$ cat config.mk
export PLATFORM = sky130hd
export DESIGN_NAME = parity_frame_scheduler
export DESIGN_NICKNAME = d
export VERILOG_FILES = /design/src/rtl/parity_sched_pkg.sv /design/src/rtl/rr_arbiter.sv /design/src/rtl/parity_frame_scheduler.sv
export SDC_FILE = /design/constraint.sdc
export NUM_CORES = 1
export LEC_CHECK = 0
export ABC_AREA = 1
export ABC_CLOCK_PERIOD_IN_PS = 3600
export BUFFER_PORTS_ARGS = -buffer_cell sky130_fd_sc_hd__clkbuf_2
export CORE_ASPECT_RATIO = 1.2
export CORE_MARGIN = 3
export CORE_UTILIZATION = 30
export CTS_BUF_LIST = sky130_fd_sc_hd__clkbuf_8
export DETAILED_ROUTE_END_ITERATION = 12
export PLACE_DENSITY_LB_ADDON = 0.12
export SKIP_CTS_REPAIR_TIMING = 1
export SLEW_MARGIN = 10
export SYNTH_ARGS = -nofsm -noshare
export SYNTH_HDL_FRONTEND = slang
export SYNTH_SLANG_ARGS = --single-unit
$ cat constraint.sdc
create_clock -name clk -period 3.6 [get_ports clk]
set_clock_uncertainty 0.05 [all_clocks]
set_input_delay 0.36 -clock clk [delete_from_list [all_inputs] [get_ports clk]]
set_output_delay 0.36 -clock clk [all_outputs]
set_load 0.02 [all_outputs]
$ cat src/rtl/parity_sched_pkg.sv
// +----------------------------------------------------------------------------+
// | parity_sched_pkg : shared types and constants for parity_frame_scheduler   |
// | Rev 1.0                                                                    |
// +----------------------------------------------------------------------------+
`default_nettype none

package parity_sched_pkg;

  localparam int DEF_DATA_W = 8;
  localparam int FRAME_W    = DEF_DATA_W + 1;

  typedef enum logic [0:0] {
    ST_IDLE  = 1'b0,
    ST_SHIFT = 1'b1
  } state_e;

  localparam logic PAR_EVEN = 1'b0;
  localparam logic PAR_ODD  = 1'b1;

  // Parity bit from the XOR-reduced payload and the requester's mode.
  function automatic logic frame_parity(input logic payload_xor, input logic mode);
    return payload_xor ^ (mode == PAR_ODD);
  endfunction

endpackage

`default_nettype wire

$ cat src/rtl/rr_arbiter.sv
// +----------------------------------------------------------------------------+
// | rr_arbiter : combinational round-robin pick, first request at/after ptr     |
// | Rev 1.0                                                                    |
// +----------------------------------------------------------------------------+
`default_nettype none

module rr_arbiter #(
  parameter int N = 4
) (
  input  logic [N-1:0]         req,
  input  logic [$clog2(N)-1:0] ptr,
  output logic [N-1:0]         gnt,
  output logic [$clog2(N)-1:0] idx
);

  localparam int IW = $clog2(N);

  int   cand;
  logic found;

  always_comb begin
    gnt   = '0;
    idx   = '0;
    found = 1'b0;
    cand  = 0;
    for (int k = 0; k < N; k++) begin
      cand = int'(ptr) + k;
      if (cand >= N) cand = cand - N;
      if (!found && req[cand]) begin
        found     = 1'b1;
        gnt[cand] = 1'b1;
        idx       = IW'(cand);
      end
    end
  end

endmodule

`default_nettype wire

$ cat src/rtl/parity_frame_scheduler.sv
// +----------------------------------------------------------------------------+
// | parity_frame_scheduler : round-robin byte capture, parity framing and      |
// | LSB-first serial transmit under valid/ready.                    Rev 1.0    |
// +----------------------------------------------------------------------------+
`default_nettype none

module parity_frame_scheduler
  import parity_sched_pkg::*;
#(
  parameter int NUM_REQ = 4,
  parameter int DATA_W  = 8
) (
  input  logic                        clk,
  input  logic                        rst_n,
  input  logic [NUM_REQ-1:0]          req,
  input  logic [NUM_REQ*DATA_W-1:0]   data,
  input  logic [NUM_REQ-1:0]          odd_sel,
  output logic [NUM_REQ-1:0]          gnt,
  output logic                        tx_bit,
  output logic                        tx_valid,
  input  logic                        tx_ready,
  output logic                        tx_last,
  output logic [$clog2(NUM_REQ)-1:0]  src_id,
  output logic                        busy
);

  localparam int IDX_W     = $clog2(NUM_REQ);
  localparam int FRAME_LEN = DATA_W + 1;
  localparam int CNT_W     = $clog2(FRAME_LEN);

  state_e                 state_q, state_d;
  logic [FRAME_LEN-1:0]   frame_q, frame_d;
  logic [CNT_W-1:0]       cnt_q, cnt_d;
  logic [IDX_W-1:0]       src_q, src_d;
  logic [IDX_W-1:0]       ptr_q, ptr_d;

  logic [NUM_REQ-1:0]     arb_gnt;
  logic [IDX_W-1:0]       arb_idx;
  logic [DATA_W-1:0]      win_data;
  logic                   cnt_last;

  rr_arbiter #(.N(NUM_REQ)) u_arb (
    .req (req),
    .ptr (ptr_q),
    .gnt (arb_gnt),
    .idx (arb_idx)
  );

  assign win_data = data[int'(arb_idx)*DATA_W +: DATA_W];
  assign src_id   = src_q;

  always_comb begin
    state_d  = state_q;
    frame_d  = frame_q;
    cnt_d    = cnt_q;
    src_d    = src_q;
    ptr_d    = ptr_q;
    gnt      = '0;
    tx_bit   = 1'b0;
    tx_valid = 1'b0;
    tx_last  = 1'b0;
    busy     = 1'b0;
    cnt_last = (cnt_q == CNT_W'(DATA_W));

    case (state_q)
      ST_IDLE: begin
        if (|req) begin
          // Grant is masked while reset is held so it reads zero like every other output.
          gnt     = rst_n ? arb_gnt : '0;
          frame_d = {frame_parity(^win_data, odd_sel[arb_idx]), win_data};
          src_d   = arb_idx;
          ptr_d   = (arb_idx == IDX_W'(NUM_REQ - 1)) ? '0 : arb_idx + 1'b1;
          cnt_d   = '0;
          state_d = ST_SHIFT;
        end
      end
      ST_SHIFT: begin
        tx_valid = 1'b1;
        busy     = 1'b1;
        tx_bit   = frame_q[cnt_q];
        tx_last  = cnt_last;
        if (tx_ready) begin
          if (cnt_last) begin
            cnt_d   = '0;
            state_d = ST_IDLE;
          end else begin
            cnt_d = cnt_q + 1'b1;
          end
        end
      end
      default: state_d = ST_IDLE;
    endcase
  end

  always_ff @(posedge clk or negedge rst_n) begin
    if (!rst_n) begin
      state_q <= ST_IDLE;
      frame_q <= '0;
      cnt_q   <= '0;
      src_q   <= '0;
      ptr_q   <= '0;
    end else begin
      state_q <= state_d;
      frame_q <= frame_d;
      cnt_q   <= cnt_d;
      src_q   <= src_d;
      ptr_q   <= ptr_d;
    end
  end

endmodule

`default_nettype wire

==> results.json <==
{
  "cts_tree": "yes",
  "initial_core_util": 0.311,
  "port_buffers": 52,
  "post_route_antenna_net_violation_count": 0,
  "drive_above_1_share": 0.325,
  "post_drt_wl_per_cell_um": 11.6,
  "syn_inst": 333,
  "route.vias.total": 2200,
  "finalSetupTns_ps": 0,
  "synth_top_area_share": 0.199,
  "drt-vias-per-instance": 4.67,
  "worst_skew_pair.late_latency_ps": 250,
  "design.final.nets": 432,
  "cp_common_cell": "sky130_fd_sc_hd__nand2_1",
  "yosys.area_share.simple": 0.539,
  "multi_input_area_sq_mm": 0.00154,
  "timing.reg2reg.setup_slack_ps": 470,
  "placedInstanceArea_sq_mm": 0.00254,
  "timing.critical_path.to_type": "flip-flop",
  "areaGrowthSynthToFinish_pct": 14.7,
  "seq_cells_post_synth": 18,
  "post-route-min-period_ps": 3130,
  "crit_chain": "inv_8, ha_1, inv_1, nand3_2, nand2_4, nor2_4, nand2_2, nand2_2, nand2_4, nand2_4, nand2_1, nand2_1, nand2_1, nand2_1, nand2_1, nand2_1, nand2_1, nand2_2, inv_1, nand2_1, nand3_1, nand3_1, nand2_1",
  "die_area_sq_mm": 0.00862,
  "n_antenna_cell": 0,
  "setup_repair_after_global_routing_missed_its_margin": "false",
  "grt_max_degree": 26,
  "yosysWarningCount": 0,
  "gp_routability_congestion": 0.814,
  "num_io_pins": 53,
  "cts_buffer_depth": 2,
  "post_synth_fa_ha_maj_area_fraction": 0.0387,
  "postSynthNetCount": 383,
  "post-route-cell-area_sq_mm": 0.00259,
  "ys_types": 36,
  "nFillCells": 810,
  "detail_route.first_pass.iterations": 4,
  "global_route.overflow_total": 0,
  "yosys.area_share.xor_xnor": 0.00774,
  "synthesis.area_per_instance_sq_um": 6.79,
  "drcViolationCount": 0,
  "timing.final.max_slew_violations": 0,
  "timing.hold.worst.class": "in -> async",
  "layout_common_cells": "102 x sky130_fd_sc_hd__nand2_1, 52 x sky130_fd_sc_hd__clkbuf_2, 37 x sky130_fd_sc_hd__nand3_1",
  "result_of_the_run": "finished, violations left",
  "cts_inserted_buffers": 3,
  "clkSlewWorstSetupHoldPaths_ps": 70,
  "share_of_the_synthesized_area_in_compound_gates_ao_oa_aoi_oai": 0.0946,
  "numClockSinks": 18,
  "worstPathArrival_ps": 3230,
  "timing.max_cap.violations": 0,
  "detail_route.iter0.violations": 88,
  "die_height_um": 101,
  "cts_max_level": 1,
  "synth.largest_area_cell": "sky130_fd_sc_hd__dfrtp_1",
  "violations": "negative hold slack",
  "grtUsageTotal": 0.132,
  "timing.setup.critical_path_class": "reg -> reg",
  "worst_relative_slew_slack": 0.583,
  "die-width_um": 85.3,
  "design.core.area_sq_mm": 0.00727,
  "critical_path.max_stage_delay_ps": 620,
  "min_period_over_period": 0.871,
  "final_hold_viol_count": 18,
  "worst_slew_pin_slew_ps": 620,
  "holdWs_ps": -2.16,
  "synth.area.mux_share": 0,
  "synth_top_cells_by_area": "sky130_fd_sc_hd__dfrtp_1 20%, sky130_fd_sc_hd__nand2_1 17%, sky130_fd_sc_hd__nand2_4 9.0%",
  "mappedNetlistArea_sq_mm": 0.00226,
  "antenna_found_initial": 0,
  "worst_path_max_delay_cell": "sky130_fd_sc_hd__dfrtp_1",
  "ys_seq_area_frac": 0.199,
  "path_max_fanout": 25,
  "maxClockFrequency_mhz": 319,
  "setup.worst_path.start_class": "flip-flop",
  "layout.cells.most_common": "sky130_fd_sc_hd__nand2_1",
  "detail_route.wirelength_um": 5460,
  "cts_root_buffer": "sky130_fd_sc_hd__clkbuf_8",
  "core.rowCount": 34,
  "detailed_place_hpwl_um": 4440,
  "synth_top_family_by_area": "simple AND/OR/NAND/NOR gates",
  "first_global_vias": 2140,
  "seqCellArea_sq_um": 450,
  "first_pass_grt_wire_length_um": 9640,
  "setup_viol_count_final": 0,
  "worst_ep_required_time_ps": 3700
}
-- critical path, delay by kind of cell, from the launching register on --
| family | cells | cell delay [ps] |
|---|---|---|
| AND/OR/NAND/NOR | 19 | 1710 |
| flip-flops | 1 | 620 |
| adder cells (fa/ha/maj) | 1 | 400 |
| buffers and inverters | 3 | 250 |
-- Yosys cell counts --
library cell	instances
sky130_fd_sc_hd__o21ai_0	20
sky130_fd_sc_hd__a31oi_1	1
sky130_fd_sc_hd__clkbuf_1	2
sky130_fd_sc_hd__nor4_1	1
sky130_fd_sc_hd__nand3b_1	2
sky130_fd_sc_hd__buf_2	1
sky130_fd_sc_hd__a32oi_1	1
sky130_fd_sc_hd__buf_6	5
sky130_fd_sc_hd__clkbuf_8	1
sky130_fd_sc_hd__xnor2_1	1
sky130_fd_sc_hd__nand3_2	15
sky130_fd_sc_hd__nand4_2	1
sky130_fd_sc_hd__a21oi_1	6
sky130_fd_sc_hd__a22oi_1	1
sky130_fd_sc_hd__buf_8	1
sky130_fd_sc_hd__nor2_1	13
sky130_fd_sc_hd__inv_1	32
sky130_fd_sc_hd__nor3_1	2
sky130_fd_sc_hd__nand4_4	1
sky130_fd_sc_hd__buf_4	1
sky130_fd_sc_hd__inv_6	1
sky130_fd_sc_hd__buf_12	1
sky130_fd_sc_hd__nor2_4	2
sky130_fd_sc_hd__o221ai_1	1
sky130_fd_sc_hd__dfrtp_1	18
sky130_fd_sc_hd__o22ai_1	7
sky130_fd_sc_hd__inv_2	2
sky130_fd_sc_hd__nand2_4	18
sky130_fd_sc_hd__nand2_2	23
sky130_fd_sc_hd__nand3_1	37
sky130_fd_sc_hd__nand4_1	3
sky130_fd_sc_hd__xor2_1	1
sky130_fd_sc_hd__ha_1	7
sky130_fd_sc_hd__nand2_1	102
sky130_fd_sc_hd__o311ai_0	1
sky130_fd_sc_hd__inv_8	1
-- stage by stage --
step | utilization | setup slack [ps] | instances | hold slack (ps)
after global placement | 0.349 | 477 | 467 | 289
after floorplan | - | 967 | 333 | 14.4
after detailed placement | 0.349 | 424 | 467 | 291
final | 0.357 | 465 | 471 | -2.16
after CTS | 0.357 | 409 | 471 | 12.5
after global routing | 0.357 | 90.3 | 471 | 31.0
-- per-layer routing --
| metal | wire [um] | up-vias | share of wire | global-route usage |
|---|---|---|---|---|
| met2 | 2580 | 60 | 0.47 | 0.231 |
| met4 | 45 | 0 | 0.0082 | 0.0219 |
| li1 | - | 1187 | - | - |
| met1 | 2590 | 948 | 0.47 | 0.177 |
| met5 | 0 | - | 0 | 0 |
| met3 | 248 | 5 | 0.045 | 0.0131 |
-- sequential cells by signal (all words and copies together) (netlist names) --
register / cells
ptr_q: 2
frame_q: 9
src_id: 2
cnt_q: 4
state_q: 1
-- worst paths after layout --
check                              to  startpoint  cells past startpoint
setup reg to reg           frame_q[8]    ptr_q[0]                     23
max in group asynchronous    cnt_q[2]       rst_n                      1
min in group clk              state_q    tx_ready                      2
hold reg to reg            frame_q[1]  frame_q[1]                      2
setup / recovery           frame_q[8]    ptr_q[0]                     23
hold / removal             frame_q[2]       rst_n                      1
-- area by class of cell --
class,count,share of cell area
clock buffer,4,0.0212
inverter,36,0.0569
multi-input combinational,267,0.593
sequential,18,0.174
tap,90,0.0434
timing repair buffer,56,0.112
-- cells by family after synthesis --
kind of cell / Yosys count
buffers and inverters: 48
XOR/XNOR: 2
AND/OR/NAND/NOR: 220
adder cells (fa/ha/maj): 7
AO/OA/AOI/OAI: 38
flip-flops: 18
Power is left out: the tool's default activity adds up to more than one toggle a clock period on the data nets, which glitch-free logic cannot reach.
